<file path="config.mk">
export PLATFORM = sky130hd
export DESIGN_NAME = pipeline_hazard_ctrl
export DESIGN_NICKNAME = d
export VERILOG_FILES = /design/src/rtl/cpu_types_pkg.sv /design/src/rtl/hz_stall_counter.sv /design/src/rtl/pipeline_hazard_ctrl.sv
export SDC_FILE = /design/constraint.sdc
export NUM_CORES = 1
export LEC_CHECK = 0
export ABC_AREA = 1
export BUFFER_PORTS_ARGS = -buffer_cell sky130_fd_sc_hd__buf_2
export CELL_PAD_IN_SITES_DETAIL_PLACEMENT = 0
export CELL_PAD_IN_SITES_GLOBAL_PLACEMENT = 2
export CORE_UTILIZATION = 27
export DETAILED_ROUTE_END_ITERATION = 10
export PLACE_DENSITY_LB_ADDON = 0.2
export SYNTH_ARGS = -nofsm -noshare
export SYNTH_HDL_FRONTEND = slang
export SYNTH_SLANG_ARGS = --single-unit
</file>
<file path="constraint.sdc">
create_clock -name CLK -period 1.8 [get_ports CLK]
set_input_delay 0.18 -clock CLK [delete_from_list [all_inputs] [get_ports CLK]]
set_output_delay 0.18 -clock CLK [all_outputs]
set_load 0.03 [all_outputs]
</file>
<file path="src/rtl/cpu_types_pkg.sv">
// Shared CPU datapath types: register-select width and hazard-controller states.
package cpu_types_pkg;

  localparam int unsigned REG_W = 5;

  typedef logic [REG_W-1:0] regbits_t;

  typedef enum logic [1:0] {
    RST    = 2'd0,
    RUN    = 2'd1,
    DRAIN  = 2'd2,
    HALTED = 2'd3
  } hz_state_t;

endpackage

</file>
<file path="src/rtl/hz_stall_counter.sv">
// Saturating cycle counter with enable; holds at all-ones, cleared only by reset.
module hz_stall_counter #(
  parameter int unsigned CNT_W = 16
) (
  input  logic             clk_i,
  input  logic             rst_ni,
  input  logic             en_i,
  output logic [CNT_W-1:0] count_o
);

  localparam logic [CNT_W-1:0] CNT_MAX = {CNT_W{1'b1}};
  localparam logic [CNT_W-1:0] CNT_ONE = {{(CNT_W-1){1'b0}}, 1'b1};

  logic [CNT_W-1:0] count_q;

  // Count enabled cycles, sticking at the maximum value.
  always_ff @(posedge clk_i or negedge rst_ni) begin
    if (!rst_ni) begin
      count_q <= {CNT_W{1'b0}};
    end else if (en_i && (count_q != CNT_MAX)) begin
      count_q <= count_q + CNT_ONE;
    end else begin
      count_q <= count_q;
    end
  end

  assign count_o = count_q;

endmodule

</file>
<file path="src/rtl/pipeline_hazard_ctrl.sv">
// Stall/flush controller driving write-enable and flush for NSTAGES pipeline
// registers, with halt drain and a saturating stall-cycle counter.
module pipeline_hazard_ctrl
  import cpu_types_pkg::*;
#(
  parameter int unsigned NSTAGES   = 4,
  parameter int unsigned MEM_STAGE = NSTAGES - 2,
  parameter int unsigned BR_STAGE  = 1,
  parameter int unsigned REGW      = REG_W,
  parameter int unsigned CNT_W     = 16
) (
  input  logic               CLK,
  input  logic               nRST,
  input  logic               ihit,
  input  logic               dhit,
  input  logic               mem_ren,
  input  logic               mem_wen,
  input  logic               ex_memread,
  input  logic [REGW-1:0]    ex_wsel,
  input  logic [REGW-1:0]    id_rs,
  input  logic [REGW-1:0]    id_rt,
  input  logic               id_uses_rt,
  input  logic               redirect,
  input  logic               id_halt,
  input  logic               wb_halt,
  output logic [NSTAGES-1:0] stage_w,
  output logic [NSTAGES-1:0] stage_flush,
  output logic               pcWEN,
  output logic               halted,
  output logic [CNT_W-1:0]   stall_count
);

  localparam logic [NSTAGES-1:0] ALL_ONES  = {NSTAGES{1'b1}};
  localparam logic [NSTAGES-1:0] ALL_ZEROS = {NSTAGES{1'b0}};
  localparam logic [NSTAGES-1:0] BIT0      = {{(NSTAGES-1){1'b0}}, 1'b1};
  localparam logic [NSTAGES-1:0] BIT1      = BIT0 << 1;
  // Registers IF/ID up to and including the branch-resolve register.
  localparam logic [NSTAGES-1:0] BR_MASK   = ALL_ONES >> (NSTAGES - 1 - BR_STAGE);

  hz_state_t state_q;
  logic      halted_q;

  logic mem_req_s, freeze_s, lu_match_s, load_use_s, running_s, cnt_en_s;
  logic [NSTAGES-1:0] base_w_s, base_flush_s, stage_w_s, stage_flush_s;
  logic base_pc_s, pc_wen_s;

  // A data request only counts when MEM_STAGE names a real pipeline register.
  assign mem_req_s  = (mem_ren | mem_wen) & (MEM_STAGE < NSTAGES);
  assign freeze_s   = mem_req_s & ~dhit;
  assign lu_match_s = (ex_wsel == id_rs) | (id_uses_rt & (ex_wsel == id_rt));
  assign load_use_s = ex_memread & (ex_wsel != {REGW{1'b0}}) & lu_match_s;
  assign running_s  = (state_q == RUN) | (state_q == DRAIN);

  // Hazard priority while running, before any drain override.
  always_comb begin
    base_w_s     = ALL_ONES;
    base_flush_s = ALL_ZEROS;
    base_pc_s    = 1'b0;
    if (freeze_s) begin
      base_w_s     = ALL_ZEROS;
      base_flush_s = ALL_ZEROS;
      base_pc_s    = 1'b0;
    end else if (load_use_s) begin
      base_w_s     = ALL_ONES & ~BIT0;
      base_flush_s = BIT1;
      base_pc_s    = 1'b0;
    end else if (redirect) begin
      base_w_s     = ALL_ONES;
      base_flush_s = BR_MASK;
      base_pc_s    = 1'b1;
    end else if (!ihit) begin
      base_w_s     = ALL_ONES;
      base_flush_s = BIT0;
      base_pc_s    = 1'b0;
    end else begin
      base_w_s     = ALL_ONES;
      base_flush_s = ALL_ZEROS;
      base_pc_s    = ihit;
    end
  end

  // Per-state output selection; DRAIN blocks fetch by bubbling IF/ID.
  always_comb begin
    stage_w_s     = ALL_ZEROS;
    stage_flush_s = ALL_ONES;
    pc_wen_s      = 1'b0;
    case (state_q)
      RST: begin
        stage_w_s     = ALL_ZEROS;
        stage_flush_s = ALL_ONES;
        pc_wen_s      = 1'b0;
      end
      RUN: begin
        stage_w_s     = base_w_s;
        stage_flush_s = base_flush_s;
        pc_wen_s      = base_pc_s;
      end
      DRAIN: begin
        stage_w_s     = base_w_s;
        stage_flush_s = base_flush_s | BIT0;
        pc_wen_s      = 1'b0;
      end
      HALTED: begin
        stage_w_s     = ALL_ZEROS;
        stage_flush_s = ALL_ZEROS;
        pc_wen_s      = 1'b0;
      end
      default: begin
        stage_w_s     = ALL_ZEROS;
        stage_flush_s = ALL_ONES;
        pc_wen_s      = 1'b0;
      end
    endcase
  end

  // Controller FSM with registered halt flag.
  always_ff @(posedge CLK or negedge nRST) begin
    if (!nRST) begin
      state_q  <= RST;
      halted_q <= 1'b0;
    end else begin
      case (state_q)
        RST: begin
          state_q  <= RUN;
          halted_q <= 1'b0;
        end
        RUN: begin
          if (wb_halt) begin
            state_q  <= HALTED;
            halted_q <= 1'b1;
          end else if (id_halt && !freeze_s) begin
            state_q  <= DRAIN;
            halted_q <= 1'b0;
          end else begin
            state_q  <= RUN;
            halted_q <= 1'b0;
          end
        end
        DRAIN: begin
          if (wb_halt) begin
            state_q  <= HALTED;
            halted_q <= 1'b1;
          end else begin
            state_q  <= DRAIN;
            halted_q <= 1'b0;
          end
        end
        HALTED: begin
          state_q  <= HALTED;
          halted_q <= 1'b1;
        end
        default: begin
          state_q  <= RST;
          halted_q <= 1'b0;
        end
      endcase
    end
  end

  // Drain-forced PC holds are not hazards, so count on the pre-override enable.
  assign cnt_en_s = running_s & ~base_pc_s;

  hz_stall_counter #(
    .CNT_W (CNT_W)
  ) u_stall_counter (
    .clk_i   (CLK),
    .rst_ni  (nRST),
    .en_i    (cnt_en_s),
    .count_o (stall_count)
  );

  assign stage_w     = stage_w_s;
  assign stage_flush = stage_flush_s;
  assign pcWEN       = pc_wen_s;
  assign halted      = halted_q;

endmodule

</file>
==> key figures <==
Synth
  – Synth Area in Compound Gates: 0.0335
  – Post-synthesis adder-cell area fraction: 0.0468
  – Number of register bits inferred by synthesis: 19
  – Syn Area/Cell: 6.77 sq um
  – Synthesis Warnings: 0
  – Mapped Area: roughly 1600 sq um
  – Yosys cell types: 27
  – Simple-gate share of the synthesized area: 0.465
  – Synthesized instance count: approximately 240
  – Sequential area share after synthesis: 0.296
  – Mux contribution to synthesized area: 0
  – XOR/XNOR Fraction of Synth Area: 0.0273
  – Largest family of logic cells by synthesized area: simple AND/OR/NAND/NOR gates
  – Synthesized Nets: 269

Global route
  – First-pass GRT wire length: about 6600 um
  – Overflow after GRT: 0
  – Initial antenna violation count: 0
  – Global Route Usage Sum: 0.132
  – Largest net degree at the start of global routing: 29
  – Vias in the first global route: around 1500

Finish
  – Design Area, Final: approximately 2000 sq um
  – Layout overhead on the synthesized area: 25.5%
  – Fraction of layout cells with a size suffix above 1: 0.299
  – Layout Nets: between 300 and 400
  – Layout fillers: between 600 and 700
  – # diodes: 0

Timing
  – Unrepaired setup endpoints after global routing: yes
  – Final hold vios: 0
  – Pins Over Slew Limit: 0
  – Hold slack: 204 ps
  – Final setup viols: 0
  – Skew final: between 6 and 7 ps
  – Final period util: 0.939
  – Final min period: between 1500 and 2000 ps
  – Fmax: 592 MHz
  – Slew margin rel.: 0.679
  – Worst-Margin Slew: just under 500 ps

Setup path
  – CP endpoint kind: primary output
  – Crit path largest cell delay: between 400 and 500 ps
  – Worst EP arrival: ~1500 ps
  – CP max-delay cell: dfrtp_1
  – Worst-path maximum fanout: 4
  – CP bufs+invs: 2
  – Worst setup SP type: flip-flop
  – Critical path class: reg2out
  – Worst path cell trace: inv_1 -> ha_1 -> o22ai_1 -> o21ai_0 -> buf_2
  – CP top delay family: flip-flops
  – CP Data Required Time: between 1500 and 2000 ps

Floorplanning
  – I/O pin count: between 50 and 60
  – Initial Util: 0.286
  – Row Count: 27
  – Die height: approximately 80 um
  – Core area: 5610 sq um
  – Die area: about 6300 sq um
  – Die X: 79.1 um

CTS
  – Clock transition at path regs: 80 ps
  – H-tree depth: 1
  – CTS Buf Count: 3
  – # clock sinks: 19
  – CTS tree: yes
  – Later-pin clock latency in the skew report: between 200 and 300 ps
  – Max Buffers Root-to-Sink: 2
  – Root buf cell: clkbuf_8

Power and ir drop
  – Overall Power: 857 uW
  – Cell Pwr Density: 426 nW/um^2
  – Leak: between 0.001 and 0.0015 uW
  – Peak supply drop: 0.000330 V

Run status
  – Status: finished clean

Placement
  – Buffers added on ports: 51
  – RD Place Congestion: around 0.7
  – Area after DPL: 1920 sq um
  – Post-DP HPWL: ~3000 um

Detailed routing
  – DRC: 0
  – Met1 wire length: just over 2000 um
  – Top sig layer: met4
  – Metal2 WL: 1670 um
  – Avg Vias per Cell: ~4.3
  – Vias: approximately 1600
  – DR WL/cell: 10.7 um
  – Initial DRC Count: 42
  – Final ANT Viol Nets: 0
  – DRT Pass-1 Iters: 4
  – Detail Route met3 WL: 157 um
  – Drt total wl: approximately 3900 um

Worst hold path
  – Hold Crit Class: in2reg

Job
  – Maxcap violations: 0
## final cells by class
class | count | area [sq um] | share of cell area
multi-input cells | 171 | 948 | 0.471
flip-flops and latches | 19 | 477 | 0.237
well taps | 72 | 90.1 | 0.0447
inverters | 39 | 146 | 0.0727
clock inverters | 1 | 5.00 | 0.00249
clock buffers | 3 | 41.3 | 0.0205
repair buffers | 55 | 305 | 0.152
## placed cells by master, fill, tap and decap left out, types with 4 or more instances in the layout
cell type / Yosys / final
nand4_1: 17 / 17
nor2_1: 22 / 21
nor2_2: 6 / 6
buf_4: 3 / 4
nand3_1: 15 / 15
nand2_1: 72 / 72
ha_1: 6 / 5
nand3_2: 5 / 5
a21oi_1: 5 / 5
inv_1: 36 / 36
buf_2: 3 / 49
dfrtp_1: 19 / 18
## power by group
part | internal (uW) | switching [uW]
Clock | 154 | 159
Combinational | 44.7 | 73.0
Sequential | 426 | 0
Total | 625 | 232
## state kept, by name (all words and copies together), names as in the netlist
name and cells:
u_stall_counter.count_o 16, state_q 2, halted 1
## worst reg2reg max path: cells and delay by family, from the launching register on
kind	cells	cell delay (ps)
adder cells (fa/ha/maj)	1	230
flip-flops	1	440
AND/OR/NAND/NOR	8	850
## routing by layer
metal | global-route usage | vias up
met5 | 0 | -
met4 | 0.0218 | 0
met3 | 0.0299 | 2
met2 | 0.214 | 25
met1 | 0.181 | 681
li1 | - | 852
## stage by stage
stage | setup WS [ps] | cells | setup TNS (ps) | util
global placement | 223 | 354 | 0 | 0.342
global route | -44.6 | 360 | -82.2 | 0.359
floorplan | 50.1 | 237 | 0 | -
CTS | 3.73 | 359 | 0 | 0.353
finish | 110 | 360 | 0 | 0.359
detailed placement | 182 | 354 | 0 | 0.342
## what timing repair did
action,4_1_cts,5_1_grt
hold buffers,1,0
buffers inserted,0,1
endpoints found under the setup margin,1,9
gates resized for setup,1,5
endpoints found under the hold margin,19,0
## final timing paths
| kind | start | end | slack, ps | depth (start not counted) |
|---|---|---|---|---|
| setup / recovery | state_q[1] | stage_flush[1] | 110 | 5 |
| hold / removal | wb_halt | state_q[0] | 200 | 3 |
| setup reg to reg | u_stall_counter.count_o[0] | u_stall_counter.count_o[14] | 180 | 9 |
| hold reg to reg | u_stall_counter.count_o[3] | u_stall_counter.count_o[3] | 520 | 2 |
| max in group asynchronous | nRST | u_stall_counter.count_o[0] | 1050 | 2 |
| min in group asynchronous | nRST | u_stall_counter.count_o[11] | 400 | 2 |
## Yosys cell counts
library cell / n / area [sq um]
a21oi_1: 5 / 25.0
buf_2: 3 / 15.0
buf_4: 3 / 22.5
buf_6: 1 / 11.3
buf_8: 1 / 15.0
dfrtp_1: 19 / 475
ha_1: 6 / 75.1
inv_1: 36 / 135
inv_2: 3 / 11.3
nand2_1: 72 / 270
nand2_2: 3 / 18.8
nand2_4: 1 / 11.3
nand2_8: 1 / 20.0
nand3_1: 15 / 75.1
nand3_2: 5 / 50.1
nand4_1: 17 / 106
nand4_4: 1 / 21.3
nor2_1: 22 / 82.6
nor2_2: 6 / 37.5
nor2_4: 2 / 22.5
nor3_1: 4 / 20.0
nor3_2: 1 / 10.0
o21ai_0: 3 / 15.0
o22ai_1: 1 / 6.26
o31ai_1: 1 / 7.51
xnor2_1: 2 / 17.5
xor2_1: 3 / 26.3
## cell families after synthesis
| family | Yosys count |
|---|---|
| AND/OR/NAND/NOR | 150 |
| flip-flops | 19 |
| AO/OA/AOI/OAI | 10 |
| adder cells (fa/ha/maj) | 6 |
| buffers and inverters | 47 |
| XOR/XNOR | 5 |
Power figures use the tool's default switching activity.
